File: src/rtl/rsi_engine_if.sv
// rsi_engine_if: price-in / rsi-out handshake bundle for rsi_engine.
// The engine side uses the slave modport; the source/consumer side uses master.
// With RSI_THRESH_EN defined the bundle also carries ob_flag/os_flag.
interface rsi_engine_if #(
   parameter int DW   = 16,
   parameter int FRAC = 0
);
   localparam int OUT_W = 7 + FRAC;

   logic             flush;
   logic             in_valid;
   logic             in_ready;
   logic [DW-1:0]    in_price;
   logic             out_valid;
   logic             out_ready;
   logic [OUT_W-1:0] rsi;
   logic             warm;
`ifdef RSI_THRESH_EN
   logic             ob_flag;
   logic             os_flag;
`endif

   modport slave (
      input  flush, in_valid, in_price, out_ready,
`ifdef RSI_THRESH_EN
      output ob_flag, os_flag,
`endif
      output in_ready, out_valid, rsi, warm
   );

   modport master (
      output flush, in_valid, in_price, out_ready,
`ifdef RSI_THRESH_EN
      input  ob_flag, os_flag,
`endif
      input  in_ready, out_valid, rsi, warm
   );
endinterface

File: src/rtl/rsi_engine.sv
// rsi_engine: PERIOD-length RSI over a streaming price feed.
// MODE 0 keeps sliding-window gain/loss sums backed by a ring of deltas;
// MODE 1 applies Wilder smoothing after a PERIOD-delta seed.
// Each warm sample runs a restoring divider, one quotient bit per cycle.
// Optional macro RSI_THRESH_EN adds registered overbought/oversold flags.
module rsi_engine #(
   parameter int DW     = 16,
   parameter int PERIOD = 14,
   parameter int ACC_W  = DW + 7,
   parameter int MODE   = 0,
   parameter int FRAC   = 0
`ifdef RSI_THRESH_EN
   ,
   parameter int OB_LVL = 70,
   parameter int OS_LVL = 30
`endif
) (
   input logic         clk,
   input logic         rst_n,
   rsi_engine_if.slave bus
);
   localparam int OUT_W = 7 + FRAC;
   localparam int NW    = ACC_W + OUT_W;
   localparam int CW    = $clog2(OUT_W);
   localparam int PW    = $clog2(PERIOD);
   localparam int KW    = $clog2(PERIOD + 1);
   localparam logic [OUT_W-1:0] FULL = OUT_W'(100 << FRAC);
   localparam logic [OUT_W-1:0] HALF = OUT_W'(50 << FRAC);

   typedef enum logic [1:0] {IDLE, UPDATE, DIV, OUT} state_t;

   state_t           state_q, state_d;
   logic             rdy_en_q;
   logic [DW-1:0]    price_q, price_d, prev_q, prev_d;
   logic             have_prev_q, have_prev_d;
   logic [ACC_W-1:0] sg_q, sg_d, sl_q, sl_d;
   logic [KW-1:0]    cnt_q, cnt_d;
   logic             warm_q, warm_d;
   logic [NW-1:0]    rem_q, rem_d, dvs_q, dvs_d;
   logic [OUT_W-1:0] quo_q, quo_d, rsi_q, rsi_d;
   logic [CW-1:0]    bit_q, bit_d;
   logic             zero_q, zero_d;

   logic             accept, upd_en, div_done;
   logic [DW:0]      delta, delta_neg;
   logic [ACC_W-1:0] gain, loss, sg_upd, sl_upd;
   logic [ACC_W:0]   den;

   assign accept   = bus.in_valid && bus.in_ready && !bus.flush;
   assign upd_en   = (state_q == UPDATE) && have_prev_q && !bus.flush;
   assign div_done = (state_q == DIV) && (bit_q == '0) && !bus.flush;

   // Zero-extend both prices so the MSB of the difference is its sign.
   assign delta     = {1'b0, price_q} - {1'b0, prev_q};
   assign delta_neg = -delta;
   assign gain      = delta[DW] ? '0 : ACC_W'(delta[DW-1:0]);
   assign loss      = delta[DW] ? ACC_W'(delta_neg[DW-1:0]) : '0;
   assign den       = {1'b0, sg_upd} + {1'b0, sl_upd};

   generate
      if (MODE == 0) begin : g_window
         logic [DW:0]      ring_q [PERIOD];
         logic [PW-1:0]    ptr_q;
         logic [DW:0]      ev, ev_neg;
         logic [ACC_W-1:0] ev_gain, ev_loss;

         assign ev      = ring_q[ptr_q];
         assign ev_neg  = -ev;
         assign ev_gain = ev[DW] ? '0 : ACC_W'(ev[DW-1:0]);
         assign ev_loss = ev[DW] ? ACC_W'(ev_neg[DW-1:0]) : '0;
         assign sg_upd  = sg_q + gain - (warm_q ? ev_gain : '0);
         assign sl_upd  = sl_q + loss - (warm_q ? ev_loss : '0);

         // Ring storage of the last PERIOD deltas.
         // NOTE: no reset on the ring; a slot is always rewritten after a
         // flush before it is evicted, so stale contents are never read.
         always_ff @(posedge clk) begin
            if (upd_en) ring_q[ptr_q] <= delta;
         end

         // Ring pointer: advances per delta, wraps at PERIOD-1.
         always_ff @(posedge clk or negedge rst_n) begin
            if (!rst_n)         ptr_q <= '0;
            else if (bus.flush) ptr_q <= '0;
            else if (upd_en)    ptr_q <= (ptr_q == PW'(PERIOD - 1)) ? '0 : ptr_q + PW'(1);
         end
      end else begin : g_wilder
         assign sg_upd = warm_q ? (sg_q - sg_q / ACC_W'(PERIOD) + gain) : (sg_q + gain);
         assign sl_upd = warm_q ? (sl_q - sl_q / ACC_W'(PERIOD) + loss) : (sl_q + loss);
      end
   endgenerate

   // Next-state logic: FSM, sums and divider datapath.
   always_comb begin
      // NOTE: every target gets its hold value first so no path infers a latch.
      state_d     = state_q;
      price_d     = price_q;
      prev_d      = prev_q;
      have_prev_d = have_prev_q;
      sg_d        = sg_q;
      sl_d        = sl_q;
      cnt_d       = cnt_q;
      warm_d      = warm_q;
      rem_d       = rem_q;
      dvs_d       = dvs_q;
      quo_d       = quo_q;
      bit_d       = bit_q;
      zero_d      = zero_q;
      rsi_d       = rsi_q;
      unique case (state_q)
         IDLE: begin
            if (accept) begin
               price_d = bus.in_price;
               state_d = UPDATE;
            end
         end
         UPDATE: begin
            prev_d      = price_q;
            have_prev_d = 1'b1;
            state_d     = IDLE;
            if (have_prev_q) begin
               sg_d = sg_upd;
               sl_d = sl_upd;
               if (!warm_q) cnt_d = cnt_q + KW'(1);
               if (warm_q || cnt_q == KW'(PERIOD - 1)) begin
                  warm_d  = 1'b1;
                  state_d = DIV;
                  rem_d   = NW'(FULL) * NW'(sg_upd);
                  dvs_d   = NW'(den) << (OUT_W - 1);
                  zero_d  = (den == '0);
                  quo_d   = '0;
                  bit_d   = CW'(OUT_W - 1);
               end
            end
         end
         DIV: begin
            if (rem_q >= dvs_q) begin
               rem_d = rem_q - dvs_q;
               quo_d = {quo_q[OUT_W-2:0], 1'b1};
            end else begin
               quo_d = {quo_q[OUT_W-2:0], 1'b0};
            end
            dvs_d = dvs_q >> 1;
            bit_d = bit_q - CW'(1);
            if (bit_q == '0) begin
               state_d = OUT;
               rsi_d   = zero_q ? HALF : quo_d;
            end
         end
         OUT: begin
            if (bus.out_ready) state_d = IDLE;
         end
      endcase
      if (bus.flush) begin
         state_d     = IDLE;
         have_prev_d = 1'b0;
         sg_d        = '0;
         sl_d        = '0;
         cnt_d       = '0;
         warm_d      = 1'b0;
         rsi_d       = rsi_q;
      end
   end

   // State registers.
   // NOTE: sequential state uses non-blocking assignments only, so every
   // register samples the pre-edge values of its peers.
   always_ff @(posedge clk or negedge rst_n) begin
      if (!rst_n) begin
         state_q     <= IDLE;
         rdy_en_q    <= 1'b0;
         price_q     <= '0;
         prev_q      <= '0;
         have_prev_q <= 1'b0;
         sg_q        <= '0;
         sl_q        <= '0;
         cnt_q       <= '0;
         warm_q      <= 1'b0;
         rem_q       <= '0;
         dvs_q       <= '0;
         quo_q       <= '0;
         bit_q       <= '0;
         zero_q      <= 1'b0;
         rsi_q       <= '0;
      end else begin
         state_q     <= state_d;
         rdy_en_q    <= 1'b1;
         price_q     <= price_d;
         prev_q      <= prev_d;
         have_prev_q <= have_prev_d;
         sg_q        <= sg_d;
         sl_q        <= sl_d;
         cnt_q       <= cnt_d;
         warm_q      <= warm_d;
         rem_q       <= rem_d;
         dvs_q       <= dvs_d;
         quo_q       <= quo_d;
         bit_q       <= bit_d;
         zero_q      <= zero_d;
         rsi_q       <= rsi_d;
      end
   end

`ifdef RSI_THRESH_EN
   localparam logic [OUT_W-1:0] OB_TH = OUT_W'(OB_LVL << FRAC);
   localparam logic [OUT_W-1:0] OS_TH = OUT_W'(OS_LVL << FRAC);
   logic ob_q, os_q;

   // Threshold flags, refreshed together with rsi.
   always_ff @(posedge clk or negedge rst_n) begin
      if (!rst_n) begin
         ob_q <= 1'b0;
         os_q <= 1'b0;
      end else if (bus.flush) begin
         ob_q <= 1'b0;
         os_q <= 1'b0;
      end else if (div_done) begin
         ob_q <= (rsi_d >= OB_TH);
         os_q <= (rsi_d <= OS_TH);
      end
   end

   assign bus.ob_flag = ob_q;
   assign bus.os_flag = os_q;
`endif

   assign bus.in_ready  = rdy_en_q && (state_q == IDLE);
   assign bus.out_valid = (state_q == OUT);
   assign bus.rsi       = rsi_q;
   assign bus.warm      = warm_q;
endmodule

File: src/flat_wrapper.sv
// flat-port wrapper written by rule: the top's interface ports become plain ports
module rsi_engine_flat 
#(
   parameter int DW     = 16,
   parameter int PERIOD = 14,
   parameter int ACC_W  = DW + 7,
   parameter int MODE   = 0,
   parameter int FRAC   = 0

)
  (clk, rst_n, bus_flush, bus_in_valid, bus_in_price, bus_out_ready, bus_in_ready, bus_out_valid, bus_rsi, bus_warm);
  rsi_engine_if #(.DW(DW), .FRAC(FRAC)) bus_i ();
  input logic clk;
  input logic rst_n;
  input wire logic [$bits(bus_i.flush)-1:0] bus_flush;
  input wire logic [$bits(bus_i.in_valid)-1:0] bus_in_valid;
  input wire logic [$bits(bus_i.in_price)-1:0] bus_in_price;
  input wire logic [$bits(bus_i.out_ready)-1:0] bus_out_ready;
  output wire logic [$bits(bus_i.in_ready)-1:0] bus_in_ready;
  output wire logic [$bits(bus_i.out_valid)-1:0] bus_out_valid;
  output wire logic [$bits(bus_i.rsi)-1:0] bus_rsi;
  output wire logic [$bits(bus_i.warm)-1:0] bus_warm;
  assign bus_i.flush = bus_flush;
  assign bus_i.in_valid = bus_in_valid;
  assign bus_i.in_price = bus_in_price;
  assign bus_i.out_ready = bus_out_ready;
  assign bus_in_ready = bus_i.in_ready;
  assign bus_out_valid = bus_i.out_valid;
  assign bus_rsi = bus_i.rsi;
  assign bus_warm = bus_i.warm;
  rsi_engine #(.DW(DW), .PERIOD(PERIOD), .ACC_W(ACC_W), .MODE(MODE), .FRAC(FRAC)) u_core (.clk(clk), .rst_n(rst_n), .bus(bus_i));
endmodule
File: config.mk
export PLATFORM = sky130hd
export DESIGN_NAME = rsi_engine_flat
export DESIGN_NICKNAME = d
export VERILOG_FILES = /design/src/rtl/rsi_engine_if.sv /design/src/rtl/rsi_engine.sv /design/src/flat_wrapper.sv
export SDC_FILE = /design/constraint.sdc
export NUM_CORES = 1
export LEC_CHECK = 0
export CAP_MARGIN = 0
export CORE_ASPECT_RATIO = 2
export CORE_MARGIN = 2
export CORE_UTILIZATION = 55
export CTS_BUF_LIST = sky130_fd_sc_hd__clkbuf_8
export DETAILED_ROUTE_END_ITERATION = 6
export GPL_TIMING_DRIVEN = 0
export PLACE_DENSITY = 0.71
export SLEW_MARGIN = 40
export SYNTH_ARGS = -nofsm -noshare
export SYNTH_HDL_FRONTEND = slang
export SYNTH_SLANG_ARGS = --single-unit
File: constraint.sdc
create_clock -name clk -period 8.8 [get_ports clk]
set_clock_uncertainty 0.05 [all_clocks]
set_input_delay 1.32 -clock clk [delete_from_list [all_inputs] [get_ports clk]]
set_output_delay 1.32 -clock clk [all_outputs]
set_load 0.05 [all_outputs]
Yosys cells after proc, flatten, opt, wreduce, memory -nomap -nowiden
Memories as Yosys holds them, arrays and structs flattened.
Index checks and enable logic that the tools add are counted.
Cells by class
  add/subtract/negate cells: 12
  multipliers: 1
  div/mod/pow operators: 0
  $lt $le $gt $ge: 1
  equal/unequal tests: 12
  shifts and indexed selects: 0
  multiplexer cells: 49
  bitwise operators: 1
  reduce and logical (&&, ||, !) cells: 24
Operators by type and width (number)
  23-bit two-way mux: 8
  30-bit two-way mux: 5
  30-bit one-hot mux with 2 select lines: 2
  16-bit two-way mux: 4
  23-bit adder: 2
  23-bit subtractor: 2
  16-bit negation: 2
  30-bit greater-or-equal comparator: 1
  30-bit subtractor: 1
  5-bit by 23-bit multiplier with 28-bit output (first input constant): 1
  4-bit two-way mux: 7
  23-bit by 23-bit adder with 24-bit output: 1
  24-bit logical NOT: 1
  3-bit AND reduction: 6
  16-bit by 16-bit subtractor with 17-bit output: 1
  2-bit two-way mux: 6
  6-bit two-way mux: 2
  6-bit one-hot mux with 2 select lines: 1
  2-bit nonzero test: 5
  1-bit two-way mux: 9
  4-bit by 1-bit adder with 4-bit output (second input constant): 2
  4-bit equality test (second input constant): 2
  2-bit one-hot mux with 4 select lines: 1
  7-bit two-way mux: 1
  other kinds (17): 27
Storage, ports and cells
  register bits: 168
  bits in latches: 0
  bits in writable memories: 238
  memory bits (read-only): 0
  input port bits: 21
  output and inout bits: 10
  word-level logic and storage cells: 117
  memories: 1
Memories
  u_core.g_window.ring_q: depth 14, width 17, rd ports 1, clocked after memory_dff 0, wr ports 1, RTL line rsi_engine.sv:62  | logic [DW:0] ring_q [PERIOD];

Logic depth before layout (Yosys ltp)
Gate-level depths: netlist of the first run.
  depth after elaboration: 9
  gate-level depth with buffers: 41
  gate-level depth less buffers: 41

Worst setup path after synthesis of the first run
OpenSTA, ideal clock, no wires.
  path kind: register -> register
  from: register u_core.prev_q[0]
  to: register u_core.rem_q[26]
  library setup time: 133 ps
  arrival: 7983 ps
  required time: 8617 ps
  slack: 634 ps
  stages on the path, launching flop included: 37
  buffers on the path: 1
  clock period less this slack: 8166 ps
  path through: dfrtp_1 -> ha_1 -> fa_1 -> nor2b_1 -> o21a_1 -> o21ai_1 -> a21oi_1 -> o31ai_1 -> o21ai_0 -> nand3_1 -> nand2_1 -> clkbuf_1 -> nand2_1 -> fa_1 -> inv_1 -> ha_1 -> a211o_1 -> a2111oi_0 -> o41ai_1 -> a31oi_1 -> nand2b_1 -> a21oi_1 -> xnor2_1 -> ha_1 -> ha_1 -> fa_1 -> ha_1 -> a21oi_1 -> a21oi_1 -> or2_2 -> a21o_1 -> a21o_1 -> a22o_1 -> a211o_1 -> xor2_1 -> a21oi_1 -> o21ai_0
On the way
  cells in the longest elaborated chain, start to end: 8
Ends and longest elaborated chain
  start, declared: RTL line rsi_engine.sv:34  | logic [DW-1:0] price_q, price_d, prev_q, prev_d;
  start signal, assigned: RTL line rsi_engine.sv:189  | prev_q <= prev_d;
  16-bit by 16-bit subtractor with 17-bit output: RTL line rsi_engine.sv:54  | assign delta = {1'b0, price_q} - {1'b0, prev_q};
  16-bit two-way mux: RTL line rsi_engine.sv:56  | assign gain = delta[DW] ? '0 : ACC_W'(delta[DW-1:0]);
  23-bit adder: RTL line rsi_engine.sv:71  | assign sg_upd = sg_q + gain - (warm_q ? ev_gain : '0);
  23-bit subtractor: RTL line rsi_engine.sv:71
  5-bit by 23-bit multiplier with 28-bit output: RTL line rsi_engine.sv:128  | rem_d = NW'(FULL) * NW'(sg_upd);
  30-bit two-way mux: RTL line rsi_engine.sv:125  | if (warm_q || cnt_q == KW'(PERIOD - 1)) begin
  30-bit two-way mux: RTL line rsi_engine.sv:121  | if (have_prev_q) begin
  30-bit one-hot mux with 2 select lines: RTL line rsi_engine.sv:110  | unique case (state_q)
  end signal, assigned: RTL line rsi_engine.sv:195  | rem_q <= rem_d;
  end, declared: RTL line rsi_engine.sv:39  | logic [NW-1:0] rem_q, rem_d, dvs_q, dvs_d;
Every way passes these cells. The select of a mux whose other input is x is not followed.
A chain may end at the register's enable or synchronous reset.

Worst setup path after layout of the first run
  from: register u_core.price_q[0]
  to: register u_core.rem_q[26]
On the way
  cells in the longest elaborated chain, start to end: 8
Ends and longest elaborated chain
  start, declared: RTL line rsi_engine.sv:34
  start signal, assigned: RTL line rsi_engine.sv:188  | price_q <= price_d;
  16-bit by 16-bit subtractor with 17-bit output: RTL line rsi_engine.sv:54
  16-bit two-way mux: RTL line rsi_engine.sv:56
  23-bit adder: RTL line rsi_engine.sv:71
  23-bit subtractor: RTL line rsi_engine.sv:71
  5-bit by 23-bit multiplier with 28-bit output: RTL line rsi_engine.sv:128
  30-bit two-way mux: RTL line rsi_engine.sv:125
  30-bit two-way mux: RTL line rsi_engine.sv:121
  30-bit one-hot mux with 2 select lines: RTL line rsi_engine.sv:110
Every way passes these cells. The select of a mux whose other input is x is not followed.

==> results of run 1 <==
[through the flow]
stage                     TNS, ps  hold slack [ps]  setup slack (ps)  utilization  cells
after CTS                       0              420              5.41        0.620   3288
after detailed placement    -8560              406             -1350        0.591   3179
after global routing         -260              443              -114        0.627   3298
final                           0              414               337        0.627   3299
after floorplan                 0              389               634            -   2496
after global placement    -181290              399             -1250        0.578   3152
[worst max-delay path by stage]
stage | from | endpoint | slack, ps | cells past startpoint
3_3_place_gp | u_core.prev_q[0] | u_core.rem_q[29] | -1250 | 34
6_report | u_core.price_q[0] | u_core.rem_q[26] | 340 | 36
2_1_floorplan | u_core.prev_q[0] | u_core.rem_q[26] | 630 | 36
4_1_cts | u_core.prev_q[0] | u_core.rem_q[26] | 5 | 38
3_5_place_dp | u_core.g_window.ptr_q[1] | u_core.rem_q[29] | -1350 | 31
5_1_grt | u_core.prev_q[0] | u_core.rem_q[26] | -110 | 38
[state kept, by name (all words and copies together) (netlist names)]
signal / cells
u_core.quo_q: 6
u_core.have_prev_q: 1
u_core.zero_q: 1
u_core.rdy_en_q: 1
u_core.prev_q: 16
u_core.state_q: 2
u_core.bit_q: 3
u_core.cnt_q: 4
u_core.sl_q: 23
u_core.dvs_q: 30
u_core.g_window.ring_q: 238
u_core.sg_q: 23
u_core.bus.warm: 1
u_core.g_window.ptr_q: 4
u_core.rem_q: 30
u_core.price_q: 16
u_core.bus.rsi: 7
[area by class of cell]
class / count / share of cell area
multi-input combinational: 1724 / 0.467
sequential: 406 / 0.390
inverter: 274 / 0.0354
clock buffer: 64 / 0.0303
tap: 627 / 0.0270
timing repair buffer: 68 / 0.0256
buffer: 91 / 0.0139
clock inverter: 43 / 0.0108
antenna: 2 / 0.000172
[timing repair]
action	CTS	global route
endpoints found under the setup margin	14	17
pin swaps	2	18
resized for setup	33	56
buffers inserted	3	9
[cell families (layout without fill, tap and decap cells)]
family | after synthesis | after routing | share of synthesized area
fa+ha+maj | 252 | 252 | 0.138
buf+inv | 366 | 540 | 0.0539
compound gates | 549 | 549 | 0.132
flops | 406 | 406 | 0.441
mux | 122 | 122 | 0.0733
xor+xnor | 139 | 139 | 0.0473
simple gates | 661 | 661 | 0.115
other cells | 1 | 3 | 0.000146
[per-layer routing]
layer / global-route usage / wire length [microns]
met1: 0.366 / 27600
met2: 0.469 / 32100
met3: 0.0295 / 3560
met4: 0.101 / 2280
met5: 0 / 0
[cells in the mapped netlist (all sizes together) (16+ instances only)]
cell	count
a211oi	29
a21o	45
a21oi	189
a31oi	20
and3	23
buf	28
clkbuf	64
dfrtp	168
edfxtp	238
fa	53
ha	199
inv	274
mux2	22
mux2i	49
mux4	51
nand2	268
nand3	37
nor2	183
nor2b	19
nor3	46
o21a	27
o21ai	133
o21bai	17
o31ai	16
xnor2	90
xor2	49
[critical path, delay by kind of cell (launching register included)]
family	cells	cell delay (ps)
adders and majority gates	8	2840
buffers and inverters	2	120
xor gates and xnor gates	2	350
and+or+nand+nor	6	980
AOI/OAI and AO/OA	18	3610
DFF	1	370
==> impl_metrics.ini, run 1 <==
[status]
status = completed

[critical_path]
arrival_ps = 8910
reg2reg_from = u_core.price_q[0]
cp_max_fo = 8
worst-r2r-setup-slack_ps = 340
crit_type = flop to flop
crit_path_end_kind = flop
reg2reg_depth = 36
slowest_stage = fa_1
regToRegEndpoint = u_core.rem_q[26]
slowest_delay_ps = 610
worstSetupStartpointType = flop
worstPathRequired_ps = 9250

[clocking]
cts_sinks = 406
cts_max_level = 2
clockBufferDepth = 3
path_clk_slew_ps = 70
cts_tree = yes
cts_hold_buffers = 0
cts-root-buf = clkbuf_8
cts-buffers-inserted = 57
clk_latency_ps = 660

[worst_hold_path]
min_path_type = flop to flop
min-delay-start = u_core.bus.rsi[4]
holdPathEnd = u_core.bus.rsi[4]
hold_depth = 2

[global_route]
antenna_found_initial = 1
grt_start_max_net_pins = 67
first_global_vias = 19371
grt_usage = 0.276
grt_pass1_wl_mm = 104
grt_remaining_overflow = 0

[sta]
slew-limit-headroom = 0.407
setup_viol = 0
period_needed_ps = 8460
fmax_mhz = 118
worst-slew-pin-transition_ps = 889
drv_slew = 0
finalHoldViolations = 0
fin_crit_sh = 0.962

[die]
num_io_pins = 31
die_w_microns = 157
fp.dieArea_sq_um = 48700
die_y_microns = 310
core-area_sq_um = 46400
rows = 112
start_util = 0.555

[synth]
synthArstFlopShare = 0.414
synth_area_sq_um = 25800
ys_ff_latch = 406
synth-main-ff-cell = edfxtp_1
syn-num-nets = 2769
avgSynthCellArea_sq_um = 10.3
ys_seq_area_frac = 0.441
synth_cell_type_count = 75
yosysWarnings = 0
synth_edf_count = 238
synth_top_area_frac = 0.278
postSynthCellCount = 2496
synth_area_leaders = edfxtp_1 (28%), dfrtp_1 (16%), ha_1 (9.7%)
yosys.area.top_type = edfxtp_1

[cells_and_area]
multi_input_area_sq_um = 13600
fillers = 3713
drive_gt1_frac = 0.112
layout_commonest_cell = inv_1
register_area_sq_um = 11400
nNetsFinal = 2895
area_growth_pct = 13.0
final_cell_mix = inv_1 (289), nand2_1 (266), edfxtp_1 (238)
finish.instance_area_sq_um = 29100

[placement]
port-buffer-count = 29
place_area_sq_um = 27400
dp_hpwl_mm = 48.7
place.gp.congestion = 0.906

[run]
max-cap-violations = 0

[detailed_routing]
avgRoutedWirePerCell_microns = 19.9
wl_mm = 65.6
drtPass1Iterations = 5
drtIter0Drc = 1758
ant_nets = 0
via_per_inst = 5.83
post-route-drc-count = 0
vias = 19238
Power of run 1 is left out: the tool's default activity adds up to more than one toggle a clock period on the data nets, which glitch-free logic cannot reach.
==> run 2: changes to the inputs <==
--- a/config.mk
+++ b/config.mk
@@ -11,6 +11,7 @@
 export CORE_UTILIZATION = 55
 export CTS_BUF_LIST = sky130_fd_sc_hd__clkbuf_8
 export DETAILED_ROUTE_END_ITERATION = 6
+export GPL_ROUTABILITY_DRIVEN = 0
 export GPL_TIMING_DRIVEN = 0
 export PLACE_DENSITY = 0.71
 export SLEW_MARGIN = 40
==> results of run 2 <==
The final DEF is identical to that of run 1; final timing and power are the same.
Power of run 2 is left out for the same reason.
==> run 3: changes to the inputs <==
==> constraint.sdc (replaced) <==
create_clock -name clk -period 8 [get_ports clk]
set_clock_uncertainty 0.05 [all_clocks]
set_input_delay 1.2 -clock clk [delete_from_list [all_inputs] [get_ports clk]]
set_output_delay 1.2 -clock clk [all_outputs]
set_load 0.05 [all_outputs]
==> impl_metrics.ini, run 3 (same netlist as run 1, synthesis figures left out) <==
[status]
status = completed

[sta]
period_needed_ps = 7980
grt_setup_unrepaired = true
slew-limit-headroom = 0.397
drv_slew = 0
fin_crit_sh = 0.998
fmax_mhz = 125
worst-slew-pin-transition_ps = 904
layout_setup_ws_ps = 19.4
finalHoldViolations = 0
setup_viol = 0

[detailed_routing]
ant_nets = 0
drtPass1Iterations = 7
drtIter0Drc = 1644
post-route-drc-count = 0
via_per_inst = 5.87
vias = 19669
wl_mm = 67.0
avgRoutedWirePerCell_microns = 20.0

[cells_and_area]
largest_register_ffs = 238
fillers = 3610
nNetsFinal = 2945
layout_commonest_cell = inv_1
drive_gt1_frac = 0.168
final_cell_mix = inv_1 (277), nand2_1 (260), edfxtp_1 (238)
reg.largest.list = u_core.g_window.ring_q x238, u_core.dvs_q x30, u_core.rem_q x30
area_growth_pct = 17.7
top_register = u_core.g_window.ring_q

[die]
start_util = 0.555
rows = 112
core-area_sq_um = 46400
num_io_pins = 31
die_y_microns = 310
die_w_microns = 157
fp.dieArea_sq_um = 48700

[placement]
dp_slack_ps = -1590
dp_hpwl_mm = 48.5
port-buffer-count = 29

[clocking]
cts_sinks = 406
cts-root-buf = clkbuf_8
cts_hold_buffers = 0
cts-buffers-inserted = 59
path_clk_slew_ps = 70
cts_tree = yes
clk_latency_ps = 660
clockBufferDepth = 3
cts_max_level = 2

[global_route]
grt_pass1_wl_mm = 104
grt_remaining_overflow = 0
antenna_found_initial = 1
first_global_vias = 19268
grt_start_max_net_pins = 73
grt_usage = 0.276

[critical_path]
cp_num_buf_inv = 8
arrival_ps = 8440
worstPathRequired_ps = 8460
slowest_stage = fa_1
worstSetupStartpointType = flop
crit_top_cell = buf_4
slowest_delay_ps = 560
crit_type = flop to flop
crit_path_end_kind = flop
cp_max_fo = 5
worst-r2r-setup-slack_ps = 20
critPathTopFamily = compound AO/OA/AOI/OAI gates

[worst_hold_path]
min_path_type = input port to asynchronous set/reset pin

[run]
max-cap-violations = 0
[run 3: changes by cell type in the layout (fill, tap and decap cells not counted), moves of 7 or more]
cell and delta:
o21ai_0 -8, inv_1 -12, ha_4 +12, ha_1 -15
xnor2_2 +9, a21oi_1 -16, xnor2_1 -7, a21oi_2 +13
buf_4 +42
[run 3: worst paths after layout]
check / start / end / cells past startpoint
setup / recovery: u_core.prev_q[0] / u_core.rem_q[26] / 40
hold / removal: rst_n / u_core.sg_q[3] / 1
setup reg to reg: u_core.prev_q[0] / u_core.rem_q[26] / 40
hold reg to reg: u_core.bus.rsi[6] / u_core.bus.rsi[6] / 2
max in group asynchronous: rst_n / u_core.price_q[1] / 2
min in group clk: u_core.bus.rsi[6] / u_core.bus.rsi[6] / 2
[run 3: metal layers]
layer | global-route usage | part of all wire
met2 | 0.470 | 0.50
met3 | 0.0341 | 0.058
met4 | 0.0928 | 0.032
met5 | 0 | 0
met1 | 0.368 | 0.41
[run 3: layout make-up]
class | count | area [sq um] | area share
antenna | 1 | 2.50 | 0.0000826
buffer | 90 | 460 | 0.0152
clock buffer | 63 | 867 | 0.0286
clock inverter | 47 | 442 | 0.0146
inverter | 274 | 1040 | 0.0342
multi-input combinational | 1724 | 14200 | 0.469
sequential | 406 | 11400 | 0.375
tap | 627 | 785 | 0.0259
timing repair buffer | 117 | 1150 | 0.0378
[run 3: stage by stage]
step | setup TNS (ps) | cells | util | area [sq um] | hold slack (ps)
2_1_floorplan | 0 | 2496 | - | 25800 | 389
3_3_place_gp | -322120 | 3152 | 0.579 | 26800 | 401
3_5_place_dp | -17230 | 3181 | 0.591 | 27400 | 407
4_1_cts | 0 | 3312 | 0.635 | 29400 | 331
5_1_grt | -1910 | 3349 | 0.653 | 30300 | 364
6_report | 0 | 3349 | 0.653 | 30300 | 365
[run 3: what timing repair did]
action	4_1_cts	5_1_grt
resized for setup	120	119
buffers inserted	22	37
pin swaps	30	54
setup endpoints to repair	28	20
Power of run 3 is left out for the same reason.
